==> config.mk <==
export PLATFORM = sky130hd
export DESIGN_NAME = result_uart_tx
export DESIGN_NICKNAME = d
export VERILOG_FILES = /design/src/rtl/result_uart_tx.sv
export SDC_FILE = /design/constraint.sdc
export NUM_CORES = 1
export LEC_CHECK = 0
export BUFFER_PORTS_ARGS = -buffer_cell sky130_fd_sc_hd__buf_2
export CORE_AREA = 2 2 131 133
export DETAILED_ROUTE_END_ITERATION = 16
export DIE_AREA = 0 0 133 135
export HOLD_SLACK_MARGIN = 0.02
export SETUP_SLACK_MARGIN = 0.5
export SYNTH_ARGS = -nofsm -noshare
export SYNTH_HDL_FRONTEND = slang
export SYNTH_SLANG_ARGS = --single-unit
==> constraint.sdc <==
create_clock -name clk -period 4.67 [get_ports clk]
set_input_delay 0.7005 -clock clk [delete_from_list [all_inputs] [get_ports clk]]
set_output_delay 0.7005 -clock clk [all_outputs]
set_load 0.05 [all_outputs]
==> src/rtl/result_uart_tx.sv <==
// Frames one captured hasher result into a SYNC/payload/XOR-checksum packet, sent 8N1 on tx.
// Define RESULT_TX_HASH_EN to include the 256-bit hash in the packet (42 bytes); otherwise 10 bytes.
module result_uart_tx #(
  parameter int          CLKS_PER_BIT = 868,
  parameter logic [7:0]  SYNC_BYTE    = 8'hA5
) (
  input  logic         clk,
  input  logic         rst,
  input  logic         valid_in,
  input  logic [31:0]  nonce_in,
  input  logic [31:0]  time_in,
  input  logic [255:0] result_in,
  output logic         tx,
  output logic         busy,
  output logic [7:0]   drop_cnt
);

`ifdef RESULT_TX_HASH_EN
  localparam int NBYTES = 42;
  localparam int SHW    = 320;
`else
  localparam int NBYTES = 10;
  localparam int SHW    = 64;
`endif

  localparam int             BW        = (CLKS_PER_BIT > 2) ? $clog2(CLKS_PER_BIT) : 1;
  localparam logic [BW-1:0]  BAUD_LAST = BW'(CLKS_PER_BIT - 1);
  localparam logic [5:0]     BYTE_LAST = 6'(NBYTES - 1);
  localparam logic [5:0]     CSUM_PREV = 6'(NBYTES - 2);

  typedef enum logic [1:0] {S_IDLE, S_START, S_DATA, S_STOP} state_e;

  state_e          state_q, state_d;
  logic [BW-1:0]   baud_q, baud_d;
  logic [2:0]      bit_q, bit_d;
  logic [5:0]      byte_q, byte_d;
  logic [7:0]      data_q, data_d;
  logic [7:0]      csum_q, csum_d;
  logic [SHW-1:0]  shadow_q, shadow_d;
  logic [7:0]      drop_q, drop_d;
  logic            tx_q, tx_d;
  logic [SHW-1:0]  shadow_in;

`ifdef RESULT_TX_HASH_EN
  assign shadow_in = {nonce_in, time_in, result_in};
`else
  logic unused_result;
  assign shadow_in     = {nonce_in, time_in};
  assign unused_result = ^result_in;
`endif

  always_ff @(posedge clk) begin
    if (rst) begin
      state_q  <= S_IDLE;
      baud_q   <= '0;
      bit_q    <= '0;
      byte_q   <= '0;
      data_q   <= '0;
      csum_q   <= '0;
      shadow_q <= '0;
      drop_q   <= '0;
      tx_q     <= 1'b1;
    end else begin
      state_q  <= state_d;
      baud_q   <= baud_d;
      bit_q    <= bit_d;
      byte_q   <= byte_d;
      data_q   <= data_d;
      csum_q   <= csum_d;
      shadow_q <= shadow_d;
      drop_q   <= drop_d;
      tx_q     <= tx_d;
    end
  end

  // tx_d is derived from the next state so the pin itself is a flop.
  always_comb begin
    state_d  = state_q;
    baud_d   = baud_q;
    bit_d    = bit_q;
    byte_d   = byte_q;
    data_d   = data_q;
    csum_d   = csum_q;
    shadow_d = shadow_q;
    drop_d   = drop_q;
    tx_d     = tx_q;

    if (valid_in && (state_q != S_IDLE) && (drop_q != 8'hFF))
      drop_d = drop_q + 8'd1;

    unique case (state_q)
      S_IDLE: begin
        tx_d = 1'b1;
        if (valid_in) begin
          shadow_d = shadow_in;
          data_d   = SYNC_BYTE;
          csum_d   = '0;
          byte_d   = '0;
          baud_d   = '0;
          bit_d    = '0;
          tx_d     = 1'b0;
          state_d  = S_START;
        end
      end
      S_START: begin
        if (baud_q == BAUD_LAST) begin
          baud_d  = '0;
          bit_d   = '0;
          tx_d    = data_q[0];
          state_d = S_DATA;
        end else begin
          baud_d = baud_q + BW'(1);
        end
      end
      S_DATA: begin
        if (baud_q == BAUD_LAST) begin
          baud_d = '0;
          if (bit_q == 3'd7) begin
            tx_d    = 1'b1;
            state_d = S_STOP;
          end else begin
            bit_d  = bit_q + 3'd1;
            data_d = {1'b0, data_q[7:1]};
            tx_d   = data_q[1];
          end
        end else begin
          baud_d = baud_q + BW'(1);
        end
      end
      S_STOP: begin
        if (baud_q == BAUD_LAST) begin
          baud_d = '0;
          if (byte_q == BYTE_LAST) begin
            tx_d    = 1'b1;
            state_d = S_IDLE;
          end else begin
            // Payload streams out of the top of the shadow; checksum folds in each byte as loaded.
            byte_d  = byte_q + 6'd1;
            tx_d    = 1'b0;
            state_d = S_START;
            if (byte_q == CSUM_PREV) begin
              data_d = csum_q;
            end else begin
              data_d   = shadow_q[SHW-1 -: 8];
              csum_d   = csum_q ^ shadow_q[SHW-1 -: 8];
              shadow_d = {shadow_q[SHW-9:0], 8'h00};
            end
          end
        end else begin
          baud_d = baud_q + BW'(1);
        end
      end
      default: state_d = S_IDLE;
    endcase
  end

  assign tx       = tx_q;
  assign busy     = (state_q != S_IDLE);
  assign drop_cnt = drop_q;

endmodule

==> impl_summary.log, run 1 <==
INFO  metric regToRegSetupSlack = between 1.5 and 2 ns
INFO  metric worst_setup_hold_path_clk_slew = about 0.07 ns
INFO  metric crit_required = just under 5 ns
INFO  metric synthMuxAreaShare = 0.1118
INFO  metric drtIter0Drc = roughly 270
INFO  metric yosysWarnings = 0
INFO  metric critPathLaunch = byte_q[0]
INFO  metric worst_tran_pin_value = 1.091 ns
INFO  metric cts_resized = 0
INFO  metric post-place-cells = 838
INFO  metric timing.final.hold_violations = 0
INFO  metric hold_path.class = reg -> reg
INFO  metric largest_net_degree_at_the_start_of_global_routing = 66
INFO  metric ctsRootBufferMaster = clkbuf_16
INFO  metric unrepaired_setup_endpoints_after_global_routing = false
INFO  metric drc = 0
INFO  metric tns = 0 ns
INFO  metric synth-seq-cells = 110
INFO  metric drv.max_cap_violation_count = 0
INFO  metric routed_via_density = approximately 5.4
INFO  metric yosys.area_share.xor_xnor = 0.009948
INFO  metric port_buffers = 76
INFO  metric synth_top_flop_cell = dfxtp_1
INFO  metric cp-end-kind = register
INFO  metric number_of_enable_flip_flop_cells_after_synthesis = 0
INFO  metric setup_violations = 0
INFO  metric cts_htree_levels = 3
INFO  metric numCtsBuffers = 9
INFO  metric total_congestion_overflow = 0
INFO  metric path_max_fanout = between 50 and 60
INFO  metric antenna_cells = 0
INFO  metric maxSlewViolCount = 0
INFO  metric p_leak = ~2.2 nW
INFO  metric synth-adder-area-share = 0.02605
INFO  metric design.final.nets = ~960
INFO  metric grt_pass1_vias = 4618
INFO  metric arrival = about 3.3 ns
INFO  metric timing.critical_path.from_type = register
INFO  metric dpl.hpwl = 8.983 mm
INFO  metric vdd.ir_drop.worst = roughly 0.33 mV
INFO  metric netlist-cell-type-count = around 50
INFO  metric ios = 333
INFO  metric rows = 47
INFO  metric detail_route.wl_per_cell = 15.61 um
INFO  metric cts_hold_buf = 0
INFO  metric drt_pass1_iterations = 4
INFO  metric timing.slew.headroom = 0.2730
INFO  metric tritoncts = yes
INFO  metric worst_skew_pair.late_latency = 0.36 ns
INFO  metric post_synth_inst_count = 588
INFO  metric vias = 4591
INFO  metric layout_worst_path_cycle_share = 0.6711
INFO  metric worstReg2RegEnd = shadow_q[34]
INFO  metric reg2reg_from = byte_q[0]
INFO  metric min_delay_path_depth = 1
INFO  metric power_per_cell_area = around 580 nW/um^2
INFO  metric wirelength = around 13 mm
INFO  metric drt.antenna.violating_nets = 0
INFO  metric die_width = 133 um
INFO  metric grt_pass1_wl = about 23 mm
INFO  metric largest_family_of_logic_cells_by_synthesized_area = compound AO/OA/AOI/OAI gates
INFO  metric crit_path_end = shadow_q[34]
INFO  metric synth_area_in_compound_gates = 0.2586
INFO  metric die-area = 17960 um^2
INFO  metric dieHeight = approximately 140 um
INFO  metric post-route-min-period = 3.134 ns
INFO  metric avgSynthCellArea = 8.984 um^2
INFO  metric post-cts-setup-buffers = 0
INFO  metric max-clock-path-buffers = 2
INFO  metric layout-area-overhead-vs-synth = 15.73%
INFO  metric core_area = approximately 16000 um^2
INFO  metric post_route_cells_drive_above_1_share = 0.1672
INFO  metric routabilityCongestion = between 0.7 and 0.8
INFO  metric clock_sink_count = between 100 and 150
INFO  metric synth_seq_area_share = 0.4169
INFO  metric syn-cell-area = around 5300 um^2
INFO  metric run_status = finished clean
INFO  metric async_flop_share = 0
INFO  metric timing.setup.critical_path_class = reg -> reg
INFO  metric synth-simple-area-share = 0.1272
INFO  metric initial_core_util = 0.3220
INFO  metric maxClockFrequency = ~320 MHz
INFO  metric commonest_non_fill_non_tap_cells_in_the_layout = dfxtp_1, a21oi_1, buf_2
INFO  metric final_common_cell = dfxtp_1
INFO  metric grt_usage = 0.1524
INFO  metric net_count_of_the_mapped_netlist = 922
INFO  metric antenna_found_initial = 0
INFO  metric maximum_clock_skew_at_final_layout = between 0.008 and 0.009 ns
INFO  metric instances_no_fill = about 850
INFO  metric r2r_cells = 7
==> state kept, by name (all words and copies together), names as in the netlist <==
signal,count
bit_q,3
drop_cnt,8
baud_q,10
data_q,8
byte_q,6
state_q,2
shadow_q,64
tx,1
csum_q,8
==> area by class of cell <==
type                    count  area, um^2
flip-flops and latches    110        2202
multi-input cells         416        2853
well taps                 220       275.3
clock inverters             7       98.84
clock buffers               9       225.2
repair buffers             81       417.9
fillers                  1647       10290
inverters                  11       41.29
==> kinds of logic (layout without fill, tap and decap cells) <==
family	Yosys count	in the layout
multiplexers	59	59
AND/OR/NAND/NOR	131	131
buffers and inverters	62	108
flip-flops	110	110
XOR/XNOR	6	6
AO/OA/AOI/OAI	209	209
adder cells (fa/ha/maj)	11	11
==> worst min-delay path by stage <==
stage                start           to  slack, ns
3_3_place_gp      bit_q[0]     bit_q[0]       0.46
2_1_floorplan    baud_q[6]    baud_q[6]       0.44
5_1_grt        shadow_q[1]  shadow_q[1]       0.51
6_report         baud_q[6]    baud_q[6]       0.48
4_1_cts          baud_q[6]    baud_q[6]       0.48
3_5_place_dp     baud_q[6]    baud_q[6]       0.46
==> power by group <==
group | internal (mW) | switching, mW
Clock | 0.472 | 0.357
Combinational | 0.479 | 0.840
Sequential | 1.21 | 0.169
Total | 2.16 | 1.37
==> worst max-delay path: stages (launching register included) <==
cell and delay, ns:
dfxtp_1 0.46, inv_1 0.07, ha_1 0.19, and2_1 0.35, o31ai_4 0.34, buf_4 0.38, and2_2 0.95, a211oi_1 0.18
==> cell usage after synthesis (8+ instances only) <==
master,instances,share of area
a211oi_1,61,0.087
a21oi_1,84,0.080
a22o_1,8,0.013
a311oi_1,13,0.022
a31oi_1,10,0.012
buf_2,13,0.012
clkbuf_1,34,0.024
dfxtp_1,110,0.42
ha_1,11,0.026
inv_1,11,0.0078
mux2i_1,59,0.11
nand2_1,42,0.030
nand3_1,9,0.0085
nor2_1,31,0.022
o211ai_1,9,0.013
o21ai_0,9,0.0085
or4_1,9,0.013
==> through the flow <==
step	utilization	hold slack (ns)	setup WS [ns]	instance area, um^2	power (mW)
2_1_floorplan	-	0.4396	2.595	5283	2.398
3_5_place_dp	0.3529	0.4640	1.560	5789	2.711
3_3_place_gp	0.3529	0.4565	1.661	5789	2.650
5_1_grt	0.3726	0.5063	1.344	6113	3.765
6_report	0.3726	0.4753	1.536	6113	3.526
4_1_cts	0.3726	0.4784	1.549	6113	3.539
==> layer usage <==
metal | up-vias | part of all wire | wire, um | GRT usage
met5 | - | 0 | 0 | 0
li1 | 2286 | - | - | -
met2 | 112 | 0.47 | 6283 | 0.2458
met1 | 2178 | 0.46 | 6101 | 0.1987
met4 | 0 | 0.012 | 159 | 0.04480
met3 | 15 | 0.059 | 788 | 0.04392
(Power assumes the default switching activity.)
==> run 2: changes to the inputs <==
PLACE_DENSITY = 0.65   (was unset)
clock period = 2.66 ns   (was 4.67 ns; I/O delays follow)
==> run 2 against run 1 <==
  * Flip-flop and latch count did not move
  * Register-to-register slack lost 0.98 ns
  * Sequential share of layout area decreased by 2.1 points
  * Setup slack got worse by 0.98 ns
  * Power increased by 86%
  * First-iteration DRC count rose by 4.0%
  * Via count grew 1.6%
==> impl_summary.log, run 2 (same netlist as run 1, synthesis figures left out) <==
INFO  metric largest_register_ff_count = 64
INFO  metric post-route-min-period = around 2.1 ns
INFO  metric antenna_cells = 0
INFO  metric arrival = 2.35 ns
INFO  metric cts_htree_levels = 3
INFO  metric routed_via_density = about 5.3
INFO  metric total_congestion_overflow = 0
INFO  metric ctsRootBufferMaster = clkbuf_16
INFO  metric worst_tran_pin_value = 0.6022 ns
INFO  metric power_per_cell_area = a little over 1000 nW/um^2
INFO  metric layout_top_registers = shadow_q (64), baud_q (10)
INFO  metric largest_net_degree_at_the_start_of_global_routing = 57
INFO  metric detail_route.wl_per_cell = 15.23 um
INFO  metric routabilityCongestion = 0.7785
INFO  metric vias = between 4k and 5k
INFO  metric grt_util_met2 = 0.2340
INFO  metric dieHeight = approximately 140 um
INFO  metric registers.top_by_ff_count = shadow_q
INFO  metric layout_worst_path_cycle_share = 0.7906
INFO  metric initial_core_util = 0.3220
INFO  metric met1_usage = 0.1910
INFO  metric max_stage_delay = between 0.3 and 0.4 ns
INFO  metric grt_pass1_wl = between 20 and 25 mm
INFO  metric path_max_fanout = 8
INFO  metric crit_path_top_delay_cell = dfxtp_2
INFO  metric timing.slew.headroom = 0.5986
INFO  metric critPathTopFamily = compound AO/OA/AOI/OAI gates
INFO  metric timing.critical_path.from_type = register
INFO  metric run_status = finished clean
INFO  metric drc = 0
INFO  metric post-route-cell-area = 6501 um^2
INFO  metric design.final.nets = 995
INFO  metric clock_sink_count = between 100 and 150
INFO  metric setup_violations = 0
INFO  metric antenna_found_initial = 0
INFO  metric worst_setup_hold_path_clk_slew = roughly 0.07 ns
INFO  metric instances_no_fill = between 800 and 900
INFO  metric post_route_cells_drive_above_1_share = 0.2342
INFO  metric worstPathBufferInverterCount = 3
INFO  metric dpl.hpwl = 8.764 mm
INFO  metric drtIter0Drc = about 280
INFO  metric port_buffers = 76
INFO  metric drv.max_cap_violation_count = 0
INFO  metric die-area = ~18000 um^2
INFO  metric final_common_cell = dfxtp_1
INFO  metric critical-path-top-cell-by-count = buf_4
INFO  metric grt_pass1_vias = ~4.3k
INFO  metric timing.final.hold_violations = 0
INFO  metric max-clock-path-buffers = 2
INFO  metric timing.setup.critical_path_class = reg -> reg
INFO  metric global_route.peak_usage_layer = met2
INFO  metric hold_path.class = in -> reg
INFO  metric core_area = around 16000 um^2
INFO  metric maximum_clock_skew_at_final_layout = 0.008347 ns
INFO  metric die_width = between 100 and 150 um
INFO  metric numCtsBuffers = 9
INFO  metric cts_hold_buf = 0
INFO  metric placedInstanceArea = about 5900 um^2
INFO  metric vdd.ir_drop.worst = about 0.55 mV
INFO  metric maxSlewViolCount = 0
INFO  metric rows = between 40 and 50
INFO  metric tritoncts = yes
INFO  metric grt_usage = 0.1460
INFO  metric commonest_non_fill_non_tap_cells_in_the_layout = dfxtp_1, a21oi_1, buf_2
INFO  metric maxClockFrequency = around 480 MHz
INFO  metric ios = around 330
INFO  metric crit_required = roughly 2.9 ns
INFO  metric drt_pass1_iterations = 4
INFO  metric drt.antenna.violating_nets = 0
INFO  metric worst_skew_pair.late_latency = 0.36 ns
INFO  metric timing.critical_path.cells = ha_4, and4b_2, nand3_4, o31ai_4, buf_6, buf_4, a21oi_1, buf_4, a22o_1
INFO  metric wirelength = between 10 and 15 mm
INFO  metric tns = 0 ns
INFO  metric use_met3 = 0.04880
INFO  metric layout-area-overhead-vs-synth = 23.07%
INFO  metric post-place-cells = about 850
INFO  metric unrepaired_setup_endpoints_after_global_routing = false
INFO  metric p_leak = approximately 2.4 nW
INFO  metric cp-end-kind = register
[run 2: changes by cell type in the layout (fill, tap and decap cells not counted), sizes merged, moves of 2 or more]
cell    change
buf        +29
clkbuf      +4
clkinv      -2
inv         +2
[run 2: stage by stage]
stage / total power [mW] / hold slack, ns / setup WS [ns] / util
floorplan: 4.211 / 0.4396 / 0.5853 / -
global placement: 4.887 / 0.4612 / 0.2405 / 0.3617
detailed placement: 4.936 / 0.4622 / 0.2559 / 0.3617
CTS: 6.427 / 0.2332 / 0.5443 / 0.3852
global route: 6.999 / 0.2343 / 0.4879 / 0.3962
finish: 6.553 / 0.2462 / 0.5569 / 0.3962
[run 2: where the power goes]
part	switching (mW)	internal, mW
Clock	0.659	0.771
Combinational	1.55	1.16
Sequential	0.292	2.13
Total	2.50	4.06
[run 2: layout make-up]
class,count,area [um^2]
fillers,1658,9906
multi-input cells,417,2937
flip-flops and latches,110,2208
repair buffers,112,730.7
well taps,220,275.3
clock buffers,11,242.7
clock inverters,5,66.31
inverters,11,41.29
[run 2: metal layers]
| layer | vias up | wire (um) |
|---|---|---|
| li1 | 2360 | - |
| met5 | - | 0 |
| met3 | 12 | 759 |
| met4 | 0 | 121 |
| met1 | 2207 | 6260 |
| met2 | 84 | 6356 |
[run 2: final timing paths]
kind               from          end  slack (ns)  cells past startpoint
max reg2reg   baud_q[1]  shadow_q[7]        0.56                      9
max           baud_q[1]  shadow_q[7]        0.56                      9
min reg2reg    bit_q[0]     bit_q[0]        0.48                      1
min          time_in[1]  shadow_q[1]        0.25                      2
[run 2: repair_timing]
item | in CTS | in global routing
cloned | 1 | 2
buffers inserted | 6 | 7
endpoints found under the setup margin | 74 | 82
gates resized for setup | 8 | 20
pin swaps | 4 | 3
